`src/rtl/gpio_in_cond.sv`:
```
// gpio_in_cond: input conditioning for the GPIO pins.
//
// Each raw pin bit is synchronised (two flops), then debounced by a per-bit
// 8-bit counter: a new level is accepted only after DEB_CYC consecutive
// sampled cycles that differ from the current stable level. The stable
// vector drives gpio_in. Rising edges of the stable level set sticky RISE
// flags; a masked OR of the flags drives irq. Flags and mask sit on the
// data-memory bus.
//
// Optional feature macro: GPIO_FALL_EDGE_EN adds sticky FALL flags at 0x04
// that also feed irq. Without it, 0x04 is unmapped.
//
// Parameters:
//   DW       data/pin width
//   AW       bus address width
//   DEB_CYC  stable sampled cycles needed to accept a new level (1..255)
//
// Ports:
//   clk      clock, all state on rising edge
//   rst      asynchronous active-high reset
//   pin_in   raw asynchronous pin levels
//   gpio_in  debounced levels
//   din      bus write data
//   addr     bus address
//   we       bus write enable (1 = write)
//   dout     registered bus read data
//   irq      level interrupt request
//
// Register map:
//   0x02 RISE  read flags, write-1-clear
//   0x03 IEN   read/write interrupt mask
//   0x04 FALL  (GPIO_FALL_EDGE_EN only) read flags, write-1-clear

module gpio_in_cond #(
    parameter int unsigned DW      = 16,
    parameter int unsigned AW      = 13,
    parameter int unsigned DEB_CYC = 16
) (
    input  logic          clk,
    input  logic          rst,
    input  logic [DW-1:0] pin_in,
    output logic [DW-1:0] gpio_in,
    input  logic [DW-1:0] din,
    input  logic [AW-1:0] addr,
    input  logic          we,
    output logic [DW-1:0] dout,
    output logic          irq
);

    localparam logic [AW-1:0] ADDR_RISE = AW'(2);
    localparam logic [AW-1:0] ADDR_IEN  = AW'(3);
`ifdef GPIO_FALL_EDGE_EN
    localparam logic [AW-1:0] ADDR_FALL = AW'(4);
`endif
    localparam logic [7:0]    CNT_MAX   = 8'(DEB_CYC - 1);

    logic [DW-1:0]      s1_q, s2_q;
    logic [DW-1:0]      st_q, st_d;
    // Stable level one cycle late; edges of st are flagged one edge after st moves.
    logic [DW-1:0]      st_dly_q;
    logic [DW-1:0][7:0] cnt_q, cnt_d;
    logic [DW-1:0]      rise_q, rise_d;
    logic [DW-1:0]      ien_q, ien_d;
    logic [DW-1:0]      dout_q, dout_d;
    logic [DW-1:0]      rise_clr;
`ifdef GPIO_FALL_EDGE_EN
    logic [DW-1:0]      fall_q, fall_d;
    logic [DW-1:0]      fall_clr;
`endif

    // Per-bit debounce: any sample matching the stable level restarts the count.
    always_comb begin
        st_d  = st_q;
        cnt_d = cnt_q;
        for (int i = 0; i < int'(DW); i++) begin
            if (s2_q[i] == st_q[i]) begin
                cnt_d[i] = 8'd0;
            end else if (cnt_q[i] == CNT_MAX) begin
                st_d[i]  = s2_q[i];
                cnt_d[i] = 8'd0;
            end else begin
                cnt_d[i] = cnt_q[i] + 8'd1;
            end
        end
    end

    // Flag set term is ORed in after the clear, so a coincident set wins.
    always_comb begin
        rise_clr = (we && addr == ADDR_RISE) ? din : '0;
        rise_d   = (rise_q & ~rise_clr) | (st_q & ~st_dly_q);
        ien_d    = (we && addr == ADDR_IEN) ? din : ien_q;
    end

`ifdef GPIO_FALL_EDGE_EN
    always_comb begin
        fall_clr = (we && addr == ADDR_FALL) ? din : '0;
        fall_d   = (fall_q & ~fall_clr) | (~st_q & st_dly_q);
    end
`endif

    // Reads sample register contents before any same-edge update.
    always_comb begin
        dout_d = dout_q;
        if (!we) begin
            case (addr)
                ADDR_RISE: dout_d = rise_q;
                ADDR_IEN:  dout_d = ien_q;
`ifdef GPIO_FALL_EDGE_EN
                ADDR_FALL: dout_d = fall_q;
`endif
                default:   dout_d = dout_q;
            endcase
        end
    end

    always_ff @(posedge clk or posedge rst) begin
        if (rst) begin
            s1_q     <= '0;
            s2_q     <= '0;
            st_q     <= '0;
            st_dly_q <= '0;
            cnt_q    <= '0;
            rise_q   <= '0;
            ien_q    <= '0;
            dout_q   <= '0;
        end else begin
            s1_q     <= pin_in;
            s2_q     <= s1_q;
            st_q     <= st_d;
            st_dly_q <= st_q;
            cnt_q    <= cnt_d;
            rise_q   <= rise_d;
            ien_q    <= ien_d;
            dout_q   <= dout_d;
        end
    end

`ifdef GPIO_FALL_EDGE_EN
    always_ff @(posedge clk or posedge rst) begin
        if (rst) begin
            fall_q <= '0;
        end else begin
            fall_q <= fall_d;
        end
    end
`endif

    assign gpio_in = st_q;
    assign dout    = dout_q;
`ifdef GPIO_FALL_EDGE_EN
    assign irq     = |((rise_q | fall_q) & ien_q);
`else
    assign irq     = |(rise_q & ien_q);
`endif

endmodule

```
`config.mk`:
```
export PLATFORM = sky130hd
export DESIGN_NAME = gpio_in_cond
export DESIGN_NICKNAME = d
export VERILOG_FILES = /design/src/rtl/gpio_in_cond.sv
export SDC_FILE = /design/constraint.sdc
export NUM_CORES = 1
export LEC_CHECK = 0
export CELL_PAD_IN_SITES_DETAIL_PLACEMENT = 0
export CELL_PAD_IN_SITES_GLOBAL_PLACEMENT = 1
export CORE_MARGIN = 8
export CORE_UTILIZATION = 47
export CTS_BUF_LIST = sky130_fd_sc_hd__clkbuf_16
export CTS_CLUSTER_DIAMETER = 60
export CTS_CLUSTER_SIZE = 28
export DETAILED_ROUTE_END_ITERATION = 8
export HOLD_SLACK_MARGIN = 0.06
export MAX_ROUTING_LAYER = met4
export PLACE_DENSITY_LB_ADDON = 0.1
export SLEW_MARGIN = 20
export SYNTH_ARGS = -nofsm -noshare
export SYNTH_HDL_FRONTEND = slang
export SYNTH_SLANG_ARGS = --single-unit
```
`constraint.sdc`:
```
create_clock -name clk -period 10.6 [get_ports clk]
set_clock_uncertainty 0.05 [all_clocks]
set_input_delay 1.59 -clock clk [delete_from_list [all_inputs] [get_ports clk]]
set_output_delay 1.59 -clock clk [all_outputs]
set_load 0.02 [all_outputs]
```
==> results of run 1 <==
==> sequential cells by signal, indices dropped and copies added (netlist names) <==
signal    cells
gpio_in      16
dout         16
rise_q       16
cnt_q       128
s2_q         16
s1_q         16
st_dly_q     16
ien_q        16
==> worst max-delay path: cells and delay by family <==
kind            cells  cell delay, ns
compound gates      2            0.59
buf+inv             1            0.97
simple gates        1            1.14
==> routing by layer <==
layer / vias up / routed length [um]
met2: 103 / 9390
met4: 0 / 285
met1: 3362 / 9730
li1: 3309 / -
met5: - / 0
met3: 21 / 1020
==> final timing paths <==
check | start | endpoint | slack [ns] | cells past startpoint
setup / recovery | addr[0] | rise_q[0] | 6.59 | 4
hold / removal | s1_q[5] | s2_q[5] | 0.29 | 0
setup reg to reg | cnt_q[77] | cnt_q[77] | 8.82 | 3
hold reg to reg | s1_q[5] | s2_q[5] | 0.29 | 0
max in group asynchronous | rst | cnt_q[95] | 7.53 | 3
min in group asynchronous | rst | cnt_q[125] | 1.60 | 2
==> cell usage in the layout (no fill, tap or decap), types with 17 or more instances in the layout <==
cell / count
nor2_1: 80
inv_1: 49
mux2_2: 28
nand4_1: 17
o21ai_0: 80
nand3_1: 48
or3_1: 50
xor2_1: 32
nand2_1: 32
clkbuf_16: 21
dfrtp_1: 240
a21oi_1: 48
mux2_4: 20
xnor2_1: 48
clkdlybuf4s50_1: 80
==> through the flow <==
stage	utilization [%]	total power, W
after floorplan	-	0.00102
after global placement	53.2	0.00105
after detailed placement	53.2	0.00106
after CTS	56.3	0.00179
after global routing	56.4	0.00184
final	56.4	0.00177
==> cell type report <==
cell class | instances | area (sq um) | share of cell area [%]
Clock buffer | 21 | 526 | 4.41
Tap cell | 275 | 344 | 2.89
Antenna cell | 3 | 7.51 | 0.0630
Timing Repair Buffer | 84 | 831 | 6.97
Sequential cell | 240 | 6010 | 50.4
Multi-Input combinational cell | 577 | 3890 | 32.6
Clock inverter | 15 | 125 | 1.05
Inverter | 49 | 191 | 1.61
==> cells by family (layout without fill, tap and decap cells) <==
kind of cell    after synthesis  count (layout)
compound gates              168             168
flops                       240             240
simple gates                265             265
fa+ha+maj                    16              16
xor+xnor                     80              80
other cells                   0               3
mux                          48              48
buf+inv                      62             169
==> power groups by stage <==
| stage | registers [W] | logic (W) | clock network (W) |
|---|---|---|---|
| after floorplan | 0.000970 | 0.0000491 | 0 |
| after CTS | 0.000955 | 0.0000849 | 0.000754 |
| after global placement | 0.000972 | 0.0000824 | 0 |
| after detailed placement | 0.000974 | 0.0000843 | 0 |
| after global routing | 0.000959 | 0.0000953 | 0.000789 |
| final | 0.000956 | 0.0000823 | 0.000730 |
==> impl_results.md, run 1 <==
* Max Transition Viols Final at 0
* Synth warn at 0
* Die area at ~0.027 sq mm
* Initial DRT Pass Iterations at 4
* Peak VDD IR at 0.000108 V
* Max stage delay on crit path at 1.14 ns
* FP Rows at 53
* WS Path Type: input pin to flip-flop
* Period utilisation layout at roughly 38%
* Adder-Cell Fraction of Synth Area at 1.97%
* Clock share of power at 41.3%
* Fillers at around 1700
* Total Wirelength at 20400 um
* Synth area leaders: dfrtp_1 59%, xnor2_1 4.1%, o21ai_0 3.9%
* Dpl cell area at approximately 0.011 sq mm
* Layout Cells excl Fill at roughly 1300
* Fin nets at between 1000 and 1500
* MaxCap Viol Count at 0
* Post-synth ARST share at 100%
* H-tree levels at 1
* Die X at 163 um
* # IOs at 81
* Post_cts resized at 0
* GR Util met2 at 25.5%
* Post-synthesis cell type count at 29
* CP required at 10.89 ns
* Initial drt markers at between 300 and 400
* Largest area contributor in the netlist: dfrtp_1
* Most common cell in the netlist: dfrtp_1
* Outcome: completed
* Slowest cell on crit path: or4b_2
* Placed cell count at ~1200
* Worst-Skew Late Latency at around 0.5 ns
* Initial core utilization at 48.0%
* Cell internal pwr at 0.00135 W
* Final setup fails at 0
* Avg Inst Size Synth at 11.6 sq um
* TNS Setup at 0 ns
* Via count at between 6000 and 7000
* Simple-gate share of the synthesized area at 13.6%
* CTS tree: built
* Ratio of total power to cell area at 148 mW/mm^2
* F_max at approximately 0.25 GHz
* Actual slew at the worst max-slew pin at 1.08 ns
* Routed vias/inst at roughly 5.4
* First-pass GRT wire length at 34800 um
* Post-synthesis xor/xnor area fraction at 6.90%
* Number of remaining DRC errors at 0
* Post-CTS Setup Inserts at 0
* Ys flop type: dfrtp_1
* Post-Syn Area at between 0.01 and 0.015 sq mm
* Post-CTS Hold Fix Bufs at 0
* Root buffer cell: clkbuf_16
* Synth Area in Compound Gates at under 10%
* Total CTS buffers at 20
* Synth Register Bits at 240
* Initial antenna violation count at 3
* TritonCTS Sinks at 240
* Switching Share at 23.7%
* Hpwl dp at 14400 um
* Busiest grt layer: met2
* Worst hold path type: flip-flop to flip-flop
* Max-slew headroom at between 20% and 30%
* Pre-CTS setup slack at roughly 6 ns
* Total global routing overflow at 0
* Area grow syn2layout at 17.3%
* Syn Nets at roughly 940
* Wire per inst at roughly 16 um
* Number of global-route vias before repair at 6969
* Final min period at 4.01 ns
* Largest net degree at the start of global routing at ~110
* Met3 Use GR at 3.52%
* Final Wtd Congestion at about 0.78
* Clock transition at path regs at 0.08 ns
* Port-buffer cells at 80
* Layout cells sized above 1 at 9.43%
* Max clock buf depth at 3
* Routed Antenna Nets at 0
* Met1 Use GR at between 20% and 30%
* Die extent in y at 163 um
* Synth cell count leaders: 240 x dfrtp_1, 80 x nor2_1, 80 x o21ai_0
* Combinational fraction of design power at 4.7%
* Synth top area share at 59.1%
* Critical Path Sink Type: flip-flop
* Net Sw Power at about 0.00042 W
* Fin. Hold Viols at 0
* CP Data Arrival Time at 4.30 ns
* Cells after Synth at 879
* Flop pwr share at between 50% and 60%
* Unrepaired setup endpoints after global routing: false
* Post-synthesis mux area share at 6.06%
* Core ar. at 0.0212 sq mm
* Main combinational cell family by area after synthesis: simple AND/OR/NAND/NOR gates
* Seq/Total Area, Yosys at 59.1%
* Final instance area at 0.0119 sq mm
* Worst Path Max Fanout at 34
* Gr usage total at between 15 and 20%
* Startpoint Class: input pin
* Final worst setup slack at approximately 6.6 ns
* Post-synth EDFFs at 0
* Leakage power at roughly 5.2 nW
* Hold slack final at 0.291 ns
* Crit-path cells: clkdlybuf4s50_1 -> or4b_2 -> o41ai_1 -> o221ai_1
(Power assumes the default switching activity.)
==> run 2: changes to the inputs <==
--- a/config.mk
+++ b/config.mk
@@ -8,7 +8,7 @@
 export CELL_PAD_IN_SITES_DETAIL_PLACEMENT = 0
 export CELL_PAD_IN_SITES_GLOBAL_PLACEMENT = 1
 export CORE_MARGIN = 8
-export CORE_UTILIZATION = 47
+export CORE_UTILIZATION = 42
 export CTS_BUF_LIST = sky130_fd_sc_hd__clkbuf_16
 export CTS_CLUSTER_DIAMETER = 60
 export CTS_CLUSTER_SIZE = 28
==> constraint.sdc (replaced) <==
create_clock -name clk -period 3.4 [get_ports clk]
set_clock_uncertainty 0.05 [all_clocks]
set_input_delay 0.51 -clock clk [delete_from_list [all_inputs] [get_ports clk]]
set_output_delay 0.51 -clock clk [all_outputs]
set_load 0.02 [all_outputs]
==> impl_results.md, run 2 (synthesized netlist as in run 1, its figures left out) <==
* Ratio of total power to cell area at just under 500 mW/mm^2
* Layout Cells excl Fill at 1320
* Fillers at 2195
* # diodes at 0
* Max-slew headroom at between 50% and 60%
* Port-buffer cells at 80
* Worst Path Max Fanout at 3
* Max clock buf depth at 3
* FP Rows at 57
* Initial core utilization at 42.3%
* Unrepaired setup endpoints after global routing: false
* CP Data Arrival Time at 2.20 ns
* Worst hold path type: flip-flop to flip-flop
* Final core occ at around half
* Leakage power at approximately 5.3 nW
* Initial DRT Pass Iterations at 4
* Routed vias/inst at 5.07
* TritonCTS Sinks at 240
* Max Transition Viols Final at 0
* Worst-Skew Late Latency at around 0.5 ns
* Initial antenna violation count at 0
* Post-CTS Hold Fix Bufs at 0
* Final Wtd Congestion at 0.748
* Final setup fails at 0
* Wire per inst at 15.4 um
* Initial drt markers at approximately 450
* Fin nets at 1044
* Root buffer cell: clkbuf_16
* Register area at 0.00601 sq mm
* Via count at 6686
* MaxCap Viol Count at 0
* Outcome: completed
* Pre-CTS setup slack at 0.581 ns
* Critical Path Sink Type: output port
* Period utilisation layout at 81.1%
* Total global routing overflow at 0
* Placed cell count at 1280
* Final min period at 2.76 ns
* Die X at 172 um
* Hpwl dp at 14300 um
* Total CTS buffers at 22
* Die extent in y at 172 um
* H-tree levels at 1
* Final worst setup slack at 0.644 ns
* Routed Antenna Nets at 0
* Fin. Hold Viols at 0
* Max reg flops at 128
* Largest net degree at the start of global routing at 86
* Clock transition at path regs at 0.08 ns
* Largest Register: cnt_q
* Total Wirelength at 20300 um
* Commonest non-fill, non-tap cell in the layout: dfrtp_1
* Die area at 0.0294 sq mm
* CP required at 2.84 ns
* Total Power at 0.00587 W
* Number of remaining DRC errors at 0
* Most frequent cells in the layout: 240 x dfrtp_1, 80 x o21ai_0, 80 x nor2_1, 80 x clkdlybuf4s50_1, 50 x or3_1
* Peak VDD IR at 0.000360 V
* Post-CTS Setup Inserts at 0
* Gr usage total at 14.8%
* TNS Setup at 0 ns
* CTS tree: built
* WS Path Type: flip-flop to output port
* Combined area of the multi-input logic cells at a little under 0.004 sq mm
* Layout cells sized above 1 at around a tenth
* Actual slew at the worst max-slew pin at 0.677 ns
* # IOs at 81
* Core ar. at 0.0240 sq mm
* F_max at 0.363 GHz
* Number of global-route vias before repair at 6820
* Startpoint Class: flip-flop
* Area grow syn2layout at 19.9%
* First-pass GRT wire length at around 35000 um
* Post_cts resized at 0
==> run 2: cell count changes in the layout (fill, tap and decap cells not counted), sizes merged <==
cell and delta:
bufinv +2, clkinvlp -2, diode -3, buf +6
clkbuf +2, clkinv +1, inv +1
==> run 2: area by class of cell <==
cell class | count | area share, %
clock inverter | 17 | 1.68
sequential | 240 | 49.3
clock buffer | 23 | 4.72
inverter | 49 | 1.54
multi-input combinational | 577 | 31.9
timing repair buffer | 90 | 7.50
tap | 324 | 3.33
==> run 2: per-layer routing <==
layer	vias to the layer above	share of wire, %	track usage (%)
met1	3242	49	20.2
met3	27	4.8	3.42
met5	-	0	-
met2	96	45	22.4
met4	0	1.2	3.06
li1	3321	-	-
==> run 2: critical path, cell delays in order, from the launching register on <==
cell and delay (ns):
dfrtp_1 0.40, a22o_1 0.24, a221oi_1 0.27, nand4_1 0.17, clkdlybuf4s50_1 0.61
==> run 2: metrics by stage <==
| step | area [sq um] | hold WS, ns |
|---|---|---|
| after floorplan | 10200 | 0.281 |
| after global placement | 11400 | 0.282 |
| after detailed placement | 11400 | 0.286 |
| after CTS | 12200 | 0.303 |
| after global routing | 12200 | 0.307 |
| final | 12200 | 0.301 |
==> run 2: path summary, 6_finish.rpt <==
path                              to        from  slack (ns)  cells past startpoint
hold reg to reg              s2_q[1]     s1_q[1]        0.30                      0
setup / recovery                 irq   ien_q[13]        0.64                      4
max in group asynchronous  cnt_q[94]         rst        2.03                      3
min in group asynchronous   cnt_q[8]         rst        0.38                      2
hold / removal               s2_q[1]     s1_q[1]        0.30                      0
setup reg to reg           cnt_q[99]  cnt_q[101]        1.55                      3
==> run 2: power by group <==
| part | internal, W | switching, W |
|---|---|---|
| combinational | 0.000119 | 0.000147 |
| sequential | 0.00292 | 0.0000577 |
| clock | 0.00145 | 0.00118 |
| total | 0.00449 | 0.00139 |
